--- src/rtl/wb_port_arbiter.sv ---
// Register-file write-port arbiter: pipeline writeback passes straight through,
// multi-cycle results queue in a small FIFO and drain into idle or forced slots.
module wb_port_arbiter #(
  parameter int DEPTH        = 4,
  parameter int STARVE_LIMIT = 8
) (
  input  logic        i_clk,
  input  logic        i_rst,
  input  logic        i_pipe_write_en,
  input  logic [4:0]  i_pipe_dest,
  input  logic [31:0] i_pipe_data,
  input  logic        i_async_valid,
  input  logic [4:0]  i_async_dest,
  input  logic [31:0] i_async_data,
  output logic        o_async_ready,
  output logic        o_pipe_stall,
  input  logic [4:0]  i_query_reg,
  output logic        o_query_pending,
  output logic        o_reg_write_en,
  output logic [4:0]  o_reg_write_dest,
  output logic [31:0] o_reg_write_data
);

  localparam int PW = (DEPTH > 1) ? $clog2(DEPTH) : 1;
  localparam int CW = PW + 1;
  localparam int SW = (STARVE_LIMIT > 1) ? $clog2(STARVE_LIMIT) : 1;
  localparam logic [SW-1:0] STARVE_MAX = SW'(STARVE_LIMIT - 1);
  localparam logic [CW-1:0] DEPTH_C    = CW'(DEPTH);

  typedef enum logic {ST_NORMAL, ST_DRAIN} state_t;

  logic [4:0]       r_dest [DEPTH];
  logic [31:0]      r_data [DEPTH];
  logic [PW-1:0]    r_rd_ptr;
  logic [PW-1:0]    r_wr_ptr;
  logic [CW-1:0]    r_count;
  logic [SW-1:0]    r_starve;
  state_t           r_state;
  state_t           w_next_state;

  logic             w_empty;
  logic             w_push;
  logic             w_pop;
  logic             w_pipe_req;
  logic [4:0]       w_head_dest;
  logic [31:0]      w_head_data;
  logic [DEPTH-1:0] w_valid;
  logic [PW-1:0]    w_offs;

  assign w_empty       = (r_count == '0);
  assign w_pipe_req    = i_pipe_write_en && (i_pipe_dest != 5'd0);
  assign w_head_dest   = r_dest[r_rd_ptr];
  assign w_head_data   = r_data[r_rd_ptr];
  assign o_async_ready = !i_rst && (r_count < DEPTH_C);
  assign w_push        = i_async_valid && o_async_ready;

  // An entry is live when its distance from the read pointer is below count.
  always_comb begin
    w_valid = '0;
    w_offs  = '0;
    for (int i = 0; i < DEPTH; i++) begin
      w_offs     = PW'(i) - r_rd_ptr;
      w_valid[i] = ({1'b0, w_offs} < r_count);
    end
  end

  always_comb begin
    o_query_pending = 1'b0;
    for (int i = 0; i < DEPTH; i++) begin
      if (w_valid[i] && (r_dest[i] == i_query_reg)) begin
        o_query_pending = 1'b1;
      end
    end
    if (i_rst || (i_query_reg == 5'd0)) begin
      o_query_pending = 1'b0;
    end
  end

  always_comb begin
    w_next_state     = r_state;
    w_pop            = 1'b0;
    o_pipe_stall     = 1'b0;
    o_reg_write_en   = 1'b0;
    o_reg_write_dest = 5'd0;
    o_reg_write_data = 32'd0;
    if (!i_rst) begin
      case (r_state)
        ST_NORMAL: begin
          if (w_pipe_req) begin
            o_reg_write_en   = 1'b1;
            o_reg_write_dest = i_pipe_dest;
            o_reg_write_data = i_pipe_data;
          end else if (!w_empty) begin
            w_pop            = 1'b1;
            o_reg_write_en   = (w_head_dest != 5'd0);
            o_reg_write_dest = w_head_dest;
            o_reg_write_data = w_head_data;
          end
          if ((r_starve == STARVE_MAX) && !w_empty && !w_pop) begin
            w_next_state = ST_DRAIN;
          end
        end
        ST_DRAIN: begin
          o_pipe_stall = 1'b1;
          if (!w_empty) begin
            w_pop            = 1'b1;
            o_reg_write_en   = (w_head_dest != 5'd0);
            o_reg_write_dest = w_head_dest;
            o_reg_write_data = w_head_data;
          end
          w_next_state = ST_NORMAL;
        end
        default: w_next_state = ST_NORMAL;
      endcase
    end
  end

  // Entry storage needs no reset; liveness comes from the pointers and count.
  always_ff @(posedge i_clk) begin
    if (w_push) begin
      r_dest[r_wr_ptr] <= i_async_dest;
      r_data[r_wr_ptr] <= i_async_data;
    end
  end

  always_ff @(posedge i_clk) begin
    if (i_rst) begin
      r_rd_ptr <= '0;
      r_wr_ptr <= '0;
      r_count  <= '0;
      r_starve <= '0;
      r_state  <= ST_NORMAL;
    end else begin
      r_state <= w_next_state;
      if (w_push) begin
        r_wr_ptr <= r_wr_ptr + PW'(1);
      end
      if (w_pop) begin
        r_rd_ptr <= r_rd_ptr + PW'(1);
      end
      if (w_push && !w_pop) begin
        r_count <= r_count + CW'(1);
      end else if (w_pop && !w_push) begin
        r_count <= r_count - CW'(1);
      end
      if (w_pop || w_empty) begin
        r_starve <= '0;
      end else if (r_starve != STARVE_MAX) begin
        r_starve <= r_starve + SW'(1);
      end
    end
  end

endmodule

--- config.mk ---
export PLATFORM = sky130hd
export DESIGN_NAME = wb_port_arbiter
export DESIGN_NICKNAME = d
export VERILOG_FILES = /design/src/rtl/wb_port_arbiter.sv
export SDC_FILE = /design/constraint.sdc
export NUM_CORES = 1
export LEC_CHECK = 0
export ABC_AREA = 0
export CELL_PAD_IN_SITES_DETAIL_PLACEMENT = 0
export CELL_PAD_IN_SITES_GLOBAL_PLACEMENT = 1
export CORE_UTILIZATION = 31
export CTS_CLUSTER_DIAMETER = 80
export DETAILED_ROUTE_END_ITERATION = 6
export DONT_BUFFER_PORTS = 1
export PLACE_DENSITY_LB_ADDON = 0.1
export SYNTH_ARGS = -nofsm -noshare
export SYNTH_HDL_FRONTEND = slang
export SYNTH_SLANG_ARGS = --single-unit
--- constraint.sdc ---
create_clock -name i_clk -period 3.2 [get_ports i_clk]
set_input_delay 0.32 -clock i_clk [delete_from_list [all_inputs] [get_ports i_clk]]
set_output_delay 0.32 -clock i_clk [all_outputs]
set_load 0.02 [all_outputs]
-- Word-level counts from Yosys, hierarchy flattened
Memories as Yosys holds them, arrays and structs flattened. A register that Yosys moved wholly into a read port is not among the register bits.
Index checks and enable logic that the tools add are counted.
- output and inout bits: 41
- logic and storage cells: 87
- memory bits (writable): 148
- memories kept: 2
- flip-flop bits (word level): 11
- bits of input ports: 83
- memories (name ; depth ; width ; read ports ; clocked after Yosys merged registers in ; write ports ; line ; RTL):
    r_data ; 4 ; 32 ; 1 ; 1 ; 1 ; 33 ; logic [31:0] r_data [DEPTH];
    r_dest ; 4 ; 5 ; 5 ; 1 ; 1 ; 32 ; logic [4:0] r_dest [DEPTH];
- reduce and logical (&&, ||, !) cells: 24
- $add $sub $neg: 9
- magnitude comparators: 5
- eq/ne operators: 6
- bitwise gates (word level): 1
- multiplexer cells: 35
- operators with widths (operator ; number):
    32-bit two-way mux ; 3
    32-bit one-hot mux with 2 select lines ; 1
    5-bit equality test ; 4
    1-bit two-way mux ; 18
    5-bit two-way mux ; 3
    2-bit by 3-bit less-than comparator with 1-bit output ; 4
    1-bit logical AND ; 11
    5-bit one-hot mux with 2 select lines ; 1
    5-bit nonzero test ; 2
    2-bit two-way mux ; 4
    3-bit by 1-bit adder with 3-bit output (second input constant) ; 2
    3-bit two-way mux ; 2
    1-bit one-hot mux with 2 select lines ; 3
    1-bit logical NOT ; 5
    5-bit logical NOT ; 1
    2-bit by 1-bit adder with 2-bit output (second input constant) ; 2
    1-bit by 2-bit subtractor with 2-bit output (first input constant) ; 2
    2-bit subtractor (first input constant) ; 2
    3-bit equality test (second input constant) ; 1
    3-bit logical NOT ; 1
    3-bit less-than comparator (second input constant) ; 1
    3-bit inequality test (second input constant) ; 1
    3-bit by 1-bit subtractor with 3-bit output (second input constant) ; 1
    1-bit logical OR ; 2
    other kinds (3) ; 3

-- Longest topological paths before layout
Gate-level depths: netlist (run 1).
- depth after elaboration: 10
- depth in mapped cells: 13
- mapped depth without buffers: 11

-- Least setup slack after synthesis (run 1)
OpenSTA, ideal clock, no wires.
- path type: input-to-reg
- from: in i_pipe_dest[1]
- to: reg r_count[2]
- path slack: 769 ps
- library setup time: 71 ps
- required time: 3129 ps
- data arrival time: 2360 ps
- stages: 13
- buffers on the path: 2
- path through: or4_4 > nor2_2 > nor2_1 > nor3_2 > buf_6 > buf_6 > inv_2 > ha_1 > inv_1 > fa_1 > xor2_1 > or3_1 > a21oi_1
- word-level cells in the longest chain between the ends: 10
- elaborated cells on any way between the ends: 12
- classes of those cells: 6 x mux; 6 x reduce/logical
- RTL lines (element ; line ; RTL):
    start: declaration ; 10 ; input logic [4:0] i_pipe_dest,
    5-bit nonzero test * ; 51 ; assign w_pipe_req = i_pipe_write_en && (i_pipe_dest != 5'd0);
    1-bit logical AND * ; 51 ;
    1-bit two-way mux * ; 89 ; if (w_pipe_req) begin
    1-bit two-way mux * ; 87 ; case (r_state)
    1-bit two-way mux * ; 86 ; if (!i_rst) begin
    1-bit one-hot mux with 2 select lines * ; 87 ;
    1-bit two-way mux * ; 86 ;
    1-bit logical NOT ; 141 ; if (w_push && !w_pop) begin
    1-bit logical AND ; 141 ;
    3-bit two-way mux / 2-bit nonzero test (equally long branches) ; -- ;
    end signal: assignment ; 142 ; r_count <= r_count + CW'(1);
    end signal: assignment ; 144 ; r_count <= r_count - CW'(1);
    end: declaration ; 36 ; logic [CW-1:0] r_count;
Mark *: on every way between the ends. The rest lies on a longest branch, timed or not. The select of a mux whose other input is x is not followed.
A chain may end at the register's enable or synchronous reset.

-- Final worst setup path (run 1)
- from: reg r_count[1]
- to: out o_query_pending
- word-level cells in the longest chain between the ends: 7
- elaborated cells on any way between the ends: 13
- classes of those cells: 4 x order compare; 5 x mux; 4 x reduce/logical
- RTL lines (element ; line ; RTL):
    2-bit by 3-bit less-than comparator with 1-bit output ; 63 ; w_valid[i] = ({1'b0, w_offs} < r_count);
    1-bit logical AND ; 70 ; if (w_valid[i] && (r_dest[i] == i_query_reg)) begin
    1-bit two-way mux (3 in a row) ; 70 ;
    1-bit two-way mux * ; 70 ;
    1-bit two-way mux * ; 74 ; if (i_rst || (i_query_reg == 5'd0)) begin
    end: declaration ; 18 ; output logic o_query_pending,
Mark *: on every way between the ends. The rest lies on a longest branch, timed or not.

==> results of run 1 <==
==> power by group through the flow <==
stage / clock network (mW) / logic [mW] / registers [mW]
floorplan: 0 / 1.05 / 2.55
global placement: 0 / 1.28 / 2.65
detailed placement: 0 / 1.28 / 2.65
CTS: 2.05 / 1.34 / 2.60
global route: 2.12 / 1.43 / 2.62
finish: 1.99 / 1.31 / 2.60
==> final cells by class <==
class / instances / share of cell area (%)
Multi-Input combinational cell: 173 / 23.6
Clock inverter: 14 / 1.90
Clock buffer: 17 / 5.24
Timing Repair Buffer: 49 / 6.63
Sequential cell: 161 / 58.0
Inverter: 9 / 0.416
Tap cell: 275 / 4.24
==> metal layers <==
metal | global-route usage (%) | vias up
met3 | 3.81 | 19
met1 | 18.8 | 1763
li1 | - | 1572
met5 | 0 | -
met2 | 22.4 | 94
met4 | 5.86 | 0
==> kinds of logic after synthesis <==
| kind of cell | synth area share (%) |
|---|---|
| compound gates | 6.10 |
| xor+xnor | 3.49 |
| fa+ha+maj | 2.33 |
| buf+inv | 2.44 |
| flops | 69.5 |
| mux | 12.8 |
| simple gates | 3.38 |
==> worst max-delay path by stage <==
stage	cells past startpoint	start	slack [ns]	endpoint
detailed placement	11	i_pipe_dest[1]	0.83	r_count[2]
global route	7	r_count[1]	0.44	o_query_pending
floorplan	13	i_pipe_dest[1]	0.77	r_count[2]
global placement	11	i_pipe_dest[1]	0.91	r_count[2]
CTS	7	r_count[1]	0.57	o_query_pending
finish	7	r_count[1]	0.60	o_query_pending
==> critical path, cell delays in order, from the launching register on <==
cell and delay [ns]:
dfxtp_1 0.42, inv_1 0.13, ha_1 0.31, nor2b_1 0.05, a2111oi_0 0.37, a21oi_1 0.08, a311oi_1 0.31, buf_4 0.21
==> state kept, by name (all words and copies together) (netlist names), named ones only <==
register and cells:
r_data 128, r_dest 20, r_count 3, r_starve 3, r_rd_ptr 2, r_wr_ptr 2, r_state 1
==> Yosys cell counts <==
library cell  number
and3_1             5
a21oi_1            5
dfxtp_1           13
o31ai_1            1
edfxtp_1         148
nor4_1             3
a221oi_1           3
o21bai_1           1
inv_2              1
clkbuf_1          12
buf_2              6
nor3_1             4
mux2i_1            3
nand2_1            5
nor2_1            15
nor3_2             1
nor2_2             1
nor2b_1            2
a2111oi_0          1
mux4_2            37
buf_6              5
a22o_1            37
and2_0             1
fa_1               1
xor2_1            19
a311oi_1           1
nand3_1            1
or4_4              1
inv_1              8
ha_1              11
xnor2_1            8
nand4_1            1
or4_1              1
or3_1              2
o21ai_0            1
nand2b_1           1
==> metrics by stage <==
stage               utilization [%]  cell area, um2  worst slack (ns)  cells
finish                         38.3            8120             0.600    698
global route                   38.3            8120             0.440    698
CTS                            38.3            8120             0.569    698
detailed placement             33.7            7160             0.834    629
global placement               33.7            7160             0.907    629
floorplan                         -            6770             0.769    366
==> repair_timing <==
item / 4_1_cts / 5_1_grt
hold buffers: 38 / 0
endpoints found under the hold margin: 156 / 0
resized for setup: 0 / 0
==> impl_metrics.json, run 1 <==
{
  "avgViaCountPerCell": 4.94,
  "portBuffers": 0,
  "place_congestion": 0.710,
  "post_cts_buffers": 0,
  "htree_levels": 4,
  "leakage_nw": 2.62,
  "clk_path_buf_depth": 2,
  "crit_type": "reg -> out",
  "dr.pass1.iters": 4,
  "drive_gt1_share_pct": 20.8,
  "syn_inst": 366,
  "drc": 0,
  "finalMaxSlewViolations": 0,
  "ff2ff_path_depth": 9,
  "die_x_um": 150,
  "switching_share_pct": 28.3,
  "clock-skew-final_ns": 0.0145,
  "rsz0062_at_grt": "no",
  "fp.dieH_um": 150,
  "cts_root_buf": "clkbuf_16",
  "seq_power_share_pct": 44.1,
  "r2r_setup_slack_ns": 0.88,
  "maxCapViolations": 0,
  "r2r-end": "r_count[2]",
  "tightest_slew_ns": 0.604,
  "setup_tns_ns": 0,
  "wirelength_mm": 14.9,
  "grt_start_max_net_pins": 39,
  "met1_length_mm": 6.81,
  "grt_overflow": 0,
  "startpoint_type": "flop",
  "critPathMaxFanout": 5,
  "regArea_mm2": 0.00471,
  "highest_layer": "met4",
  "grt_usage_pct": 14.3,
  "multiInputGateArea_mm2": 0.00192,
  "final_common_cell": "edfxtp_1",
  "power.density_mw_per_mm2": 725,
  "die_area_mm2": 0.0224,
  "numCtsBuffers": 17,
  "yosysTopAreaCell": "edfxtp_1",
  "dpl.hpwl_mm": 9.40,
  "path_clk_slew_ns": 0.06,
  "wl_met2_mm": 7.14,
  "arrival_ns": 2.28,
  "syn_to_final_growth_pct": 20.0,
  "synth_top_area_share_pct": 65.7,
  "insertion_delay_ns": 0.42,
  "ys_seq_area_share_pct": 69.5,
  "fin_nets": 506,
  "setup_viol": 0,
  "fill_cells": 1986,
  "antenna_found_initial": 0,
  "period_needed_ns": 2.60,
  "hold_viol": 0,
  "num_antenna_cells": 0,
  "synth.avg_cell_area_um2": 18.5,
  "netlist_area_mm2": 0.00677,
  "vias": 3448,
  "drt_first_iter_violations": 164,
  "fin_hold_ws_ns": 0.0273,
  "cp-end-kind": "output pin",
  "start_util_pct": 31.9,
  "power_frac_clock_pct": 33.7,
  "fin_crit_sh_pct": 81.3,
  "worstReg2RegStart": "r_count[2]",
  "p_comb_share_pct": 22.2,
  "grt_pass1_wl_mm": 22.7,
  "crit_required_ns": 2.88,
  "synth_fp_nets": 461,
  "synth-seq-cells": 161,
  "power.internal_mw": 4.22,
  "design.core.area_mm2": 0.0212,
  "synth.area.top_cells": "edfxtp_1 (66%), mux4_2 (12%), a22o_1 (4.8%)",
  "vdd_ir_drop_max_mv": 0.370,
  "worstHoldStart": "i_rst",
  "cts_tree": "yes",
  "drtAntennaViolNets": 0,
  "status": "completed",
  "hp-class": "in -> reg",
  "clock.fmax_mhz": 385,
  "pin_count": 124,
  "holdPathEnd": "r_wr_ptr[1]",
  "row_count": 53,
  "layout_common_cells": "edfxtp_1 (148), dlygate4sd3_1 (38), mux4_2 (37), a22o_1 (37), xor2_1 (19)",
  "grt_pass1_vias": 3769,
  "slew_headroom_pct": 59.7,
  "hold_path_depth": 1,
  "wl_met3_um": 683,
  "p_total_mw": 5.89,
  "clock-sinks": 161,
  "wl_per_cell_um": 21.3,
  "ys_warn_count": 0,
  "p_sw_mw": 1.67,
  "synth_cell_types": 36
}
Power figures use the tool's default switching activity.
==> run 2, diff against run 1 <==
==> constraint.sdc (replaced) <==
create_clock -name i_clk -period 2.1 [get_ports i_clk]
set_input_delay 0.21 -clock i_clk [delete_from_list [all_inputs] [get_ports i_clk]]
set_output_delay 0.21 -clock i_clk [all_outputs]
set_load 0.02 [all_outputs]
==> impl_metrics.json, run 2 (synthesis gave the netlist of run 1 again) <==
{
  "status": "complete, but fails checks",
  "violations": "hold timing, setup timing",
  "busiest_layer": "met2",
  "cp-startpoint": "r_rd_ptr[1]",
  "wirelength_mm": 15.9,
  "grt_start_max_net_pins": 38,
  "power_frac_clock_pct": 29.6,
  "fin_crit_sh_pct": 108,
  "top_register": "r_data",
  "grt_usage_pct": 14.6,
  "avgViaCountPerCell": 4.97,
  "vias": 3610,
  "drtAntennaViolNets": 0,
  "final_area_mm2": 0.00886,
  "rsz0062_at_grt": "yes",
  "insertion_delay_ns": 0.43,
  "grt_pass1_vias": 3800,
  "cts_tree": "yes",
  "fin_ws_ns": -0.158,
  "layout_common_cells": "edfxtp_1 (148), dlygate4sd3_1 (43), mux4_2 (37), a22o_4 (28), xor2_1 (19)",
  "portBuffers": 0,
  "dpl.hpwl_mm": 9.37,
  "hp-class": "in -> reg",
  "vdd_ir_drop_max_mv": 0.576,
  "wl_per_cell_um": 21.8,
  "grt_use_met2_pct": 24.0,
  "finalMaxSlewViolations": 0,
  "drc": 0,
  "p_sw_mw": 2.89,
  "setup_viol": 10,
  "crit_required_ns": 1.89,
  "slew_headroom_pct": 73.8,
  "grt_pass1_wl_mm": 23.0,
  "holdPathEnd": "r_count[2]",
  "hold_path_depth": 1,
  "drt_first_iter_violations": 142,
  "clock-skew-final_ns": 0.0158,
  "seq_power_share_pct": 39.2,
  "period_needed_ns": 2.26,
  "cts_root_buf": "clkbuf_16",
  "fp.dieH_um": 150,
  "maxCapViolations": 0,
  "drive_gt1_share_pct": 37.3,
  "path_clk_slew_ns": 0.07,
  "switching_share_pct": 29.2,
  "pin_count": 124,
  "crit_type": "reg -> out",
  "numCtsBuffers": 17,
  "power.internal_mw": 7.01,
  "grt_overflow": 0,
  "worstHoldStart": "i_rst",
  "grt_use_met3_pct": 3.84,
  "row_count": 53,
  "final_common_cell": "edfxtp_1",
  "dpl.cell_count": 638,
  "final_cells": 727,
  "startpoint_type": "flop",
  "r2r_setup_slack_ns": 0.09,
  "die_area_mm2": 0.0224,
  "place_ws_ns": -0.0100,
  "die_x_um": 150,
  "clock-sinks": 161,
  "place_congestion": 0.673,
  "setup_tns_ns": -0.282,
  "antenna_found_initial": 1,
  "ff2ff_path_depth": 10,
  "design.core.area_mm2": 0.0212,
  "htree_levels": 4,
  "place_area_mm2": 0.00724,
  "p_comb_share_pct": 31.2,
  "worstReg2RegStart": "r_state",
  "cp-end-kind": "output pin",
  "dr.pass1.iters": 4,
  "start_util_pct": 31.9,
  "fin_nets": 534,
  "hold_viol": 2,
  "arrival_ns": 2.05,
  "fin_hold_ws_ns": -0.161,
  "r2r-end": "r_count[2]",
  "critPathMaxFanout": 3,
  "leakage_nw": 2.99,
  "clock.fmax_mhz": 443,
  "ctsHoldBuffers": 43,
  "top_regs": "r_data: 128 flops, r_dest: 20 flops",
  "met1_usage_pct": 18.9,
  "largest_register_ff_count": 128,
  "syn_to_final_growth_pct": 30.9,
  "power.density_mw_per_mm2": 1120,
  "tightest_slew_ns": 0.393,
  "clk_path_buf_depth": 2
}
-- run 2: changes by cell type in the layout (fill, tap and decap cells not counted), sizes merged --
cell         change
buf             +22
bufinv           -1
clkinv           +1
diode            +1
clkbuf           +2
dlygate4sd3      +5
inv              -1
-- run 2: timing repair --
action | 4_1_cts | 5_1_grt
pin swaps | 12 | 13
endpoints found under the setup margin | 40 | 41
endpoints found under the hold margin | 157 | 2
setup buffers | 7 | 3
gates cloned | 4 | 1
gates resized for setup | 39 | 55
-- run 2: how the worst max path moves through the flow --
stage                           end  slack (ns)  cells past startpoint
floorplan                r_count[2]       -0.16                     13
global placement         r_count[2]      -0.008                      9
detailed placement       r_count[2]       -0.01                      9
CTS                 o_query_pending       -0.24                      7
global route        o_query_pending       -0.25                      7
finish              o_query_pending       -0.16                      7
-- run 2: area by class of cell --
cell class	count	area [um2]
sequential	161	4720
multi-input combinational	173	2290
antenna	1	2.50
inverter	9	36.3
tap	275	344
timing repair buffer	77	900
fill	1947	12400
clock buffer	18	429
clock inverter	13	128
-- run 2: per-layer routing --
metal / routed length (um) / vias up
met5: 0 / -
met4: 149 / 0
met3: 770 / 14
met2: 7950 / 100
met1: 7010 / 1864
li1: - / 1632
-- run 2: metrics by stage --
stage | utilization [%] | total power [mW]
final | 41.7 | 9.91
after CTS | 40.5 | 9.77
after global placement | 34.1 | 6.07
after floorplan | - | 5.50
after detailed placement | 34.1 | 6.09
after global routing | 41.7 | 10.4
-- run 2: power groups by stage --
stage | Clock [mW] | Sequential [mW] | Combinational, mW
floorplan | 0 | 3.88 | 1.62
global placement | 0 | 3.94 | 2.13
detailed placement | 0 | 3.95 | 2.14
CTS | 3.01 | 3.86 | 2.90
global route | 3.13 | 3.90 | 3.34
finish | 2.93 | 3.88 | 3.09
-- run 2: critical path, cell delays in order (launching register included) --
cell and delay (ns):
dfxtp_4 0.37, xnor2_4 0.17, inv_1 0.09, ha_4 0.21
a221oi_2 0.23, a21oi_1 0.11, a311oi_2 0.25, buf_4 0.19
==> run 3, diff against run 2 <==
--- a/config.mk
+++ b/config.mk
@@ -8,7 +8,7 @@
 export ABC_AREA = 0
 export CELL_PAD_IN_SITES_DETAIL_PLACEMENT = 0
 export CELL_PAD_IN_SITES_GLOBAL_PLACEMENT = 1
-export CORE_UTILIZATION = 31
+export CORE_UTILIZATION = 45
 export CTS_CLUSTER_DIAMETER = 80
 export DETAILED_ROUTE_END_ITERATION = 6
 export DONT_BUFFER_PORTS = 1
==> impl_metrics.json, run 3 (synthesis gave the netlist of run 1 again) <==
{
  "p_total_mw": 10.4,
  "slew_headroom_pct": 73.7,
  "final_area_mm2": 0.00885,
  "place_congestion": 0.726,
  "cp_top_family": "compound AO/OA/AOI/OAI gates",
  "violations": "setup timing",
  "finalMaxSlewViolations": 0,
  "tightest_slew_ns": 0.394,
  "row_count": 44,
  "largest_register_ff_count": 128,
  "cp-end-kind": "output pin",
  "crit_type": "reg -> out",
  "setup_viol": 3,
  "wl_met3_um": 632,
  "power.density_mw_per_mm2": 1170,
  "die_x_um": 125,
  "clock-skew-final_ns": 0.00443,
  "antenna_found_initial": 0,
  "place_area_mm2": 0.00715,
  "critPathMaxFanout": 2,
  "drc": 0,
  "dpl.hpwl_mm": 8.66,
  "arrival_ns": 2.03,
  "rsz0062_at_grt": "yes",
  "cp_num_buf_inv": 2,
  "highest_layer": "met4",
  "portBuffers": 0,
  "cpPeakStageDelay_ns": 0.36,
  "fp.dieH_um": 125,
  "met1_length_mm": 5.90,
  "wirelength_mm": 14.4,
  "grt_pass1_wl_mm": 22.3,
  "grt_usage_pct": 19.6,
  "clock.fmax_mhz": 447,
  "cts_tree": "yes",
  "maxCapViolations": 0,
  "avgViaCountPerCell": 5.72,
  "fin_ws_ns": -0.138,
  "startpoint_type": "flop",
  "grt_pass1_vias": 3924,
  "drive_gt1_share_pct": 37.9,
  "start_util_pct": 46.4,
  "worst_path_max_delay_cell": "dfxtp_4",
  "regArea_mm2": 0.00472,
  "fill_cells": 1035,
  "pin_count": 124,
  "num_antenna_cells": 0,
  "grt_start_max_net_pins": 38,
  "wl_per_cell_um": 22.9,
  "drtAntennaViolNets": 0,
  "crit_chain": "xnor2_4, inv_1, ha_4, a221oi_2, a21oi_1, a311oi_2, buf_4",
  "vdd_ir_drop_max_mv": 0.834,
  "crit_required_ns": 1.89,
  "numCtsBuffers": 17,
  "design.core.area_mm2": 0.0146,
  "hp-class": "in -> reg",
  "vias": 3601,
  "status": "complete, but fails checks",
  "grt_overflow": 0,
  "syn_to_final_growth_pct": 30.8,
  "fin_nets": 528,
  "cts_root_buf": "clkbuf_16",
  "drt_first_iter_violations": 185,
  "period_needed_ns": 2.24,
  "path_clk_slew_ns": 0.06,
  "layout_common_cells": "edfxtp_1 (148), dlygate4sd3_1 (38), mux4_2 (37), a22o_4 (30), xor2_1 (19)",
  "final_common_cell": "edfxtp_1",
  "leakage_nw": 3.01,
  "insertion_delay_ns": 0.42,
  "htree_levels": 4,
  "top_register": "r_data",
  "dr.pass1.iters": 4,
  "hold_viol": 0,
  "die_area_mm2": 0.0155,
  "multiInputGateArea_mm2": 0.00232,
  "fin_crit_sh_pct": 107,
  "fin_hold_ws_ns": 0.0399,
  "setup_tns_ns": -0.206,
  "final_core_util_pct": 60.7,
  "clk_path_buf_depth": 2,
  "top_regs": "r_data: 128 flops, r_dest: 20 flops",
  "wl_met2_mm": 7.74,
  "clock-sinks": 161
}
run 3: worst paths after layout:
path | slack [ns] | cells past startpoint | start | to
hold / removal | 0.04 | 2 | i_rst | r_state
hold reg to reg | 0.51 | 2 | r_starve[2] | r_starve[2]
setup / recovery | -0.14 | 7 | r_rd_ptr[0] | o_query_pending
setup reg to reg | 0.10 | 9 | r_count[2] | r_count[2]
run 3: cell type report:
| class | count | area share (%) |
|---|---|---|
| repair buffers | 71 | 9.79 |
| flip-flops and latches | 161 | 53.3 |
| inverters | 9 | 0.410 |
| multi-input cells | 173 | 26.2 |
| well taps | 184 | 2.60 |
| clock buffers | 17 | 4.80 |
| clock inverters | 15 | 2.85 |
run 3: metal layers:
layer  GRT usage, %  vias up
li1               -     1620
met1           23.4     1861
met2           34.3      107
met3           4.85       13
met4           7.02        0
met5              0        -
run 3: stage by stage:
step,std cells,setup slack (ns)
after floorplan,366,-0.164
after global placement,546,0.00170
after detailed placement,546,-0.0178
after CTS,629,-0.164
after global routing,630,-0.230
final,630,-0.138
run 3: timing repair:
| item | CTS | global route |
|---|---|---|
| hold buffers | 38 | 0 |
| hold endpoints to repair | 157 | 0 |
| setup endpoints to repair | 40 | 39 |
| pin swaps | 15 | 10 |
| resized for setup | 48 | 37 |
| setup buffers | 9 | 2 |
| gates cloned | 4 | 1 |
run 3: power by group:
group | internal [mW] | switching [mW] | leakage (nW)
combinational | 1.58 | 1.44 | 1.24
clock | 2.24 | 1.24 | 0.318
sequential | 3.75 | 0.125 | 1.45
total | 7.57 | 2.80 | 3.01
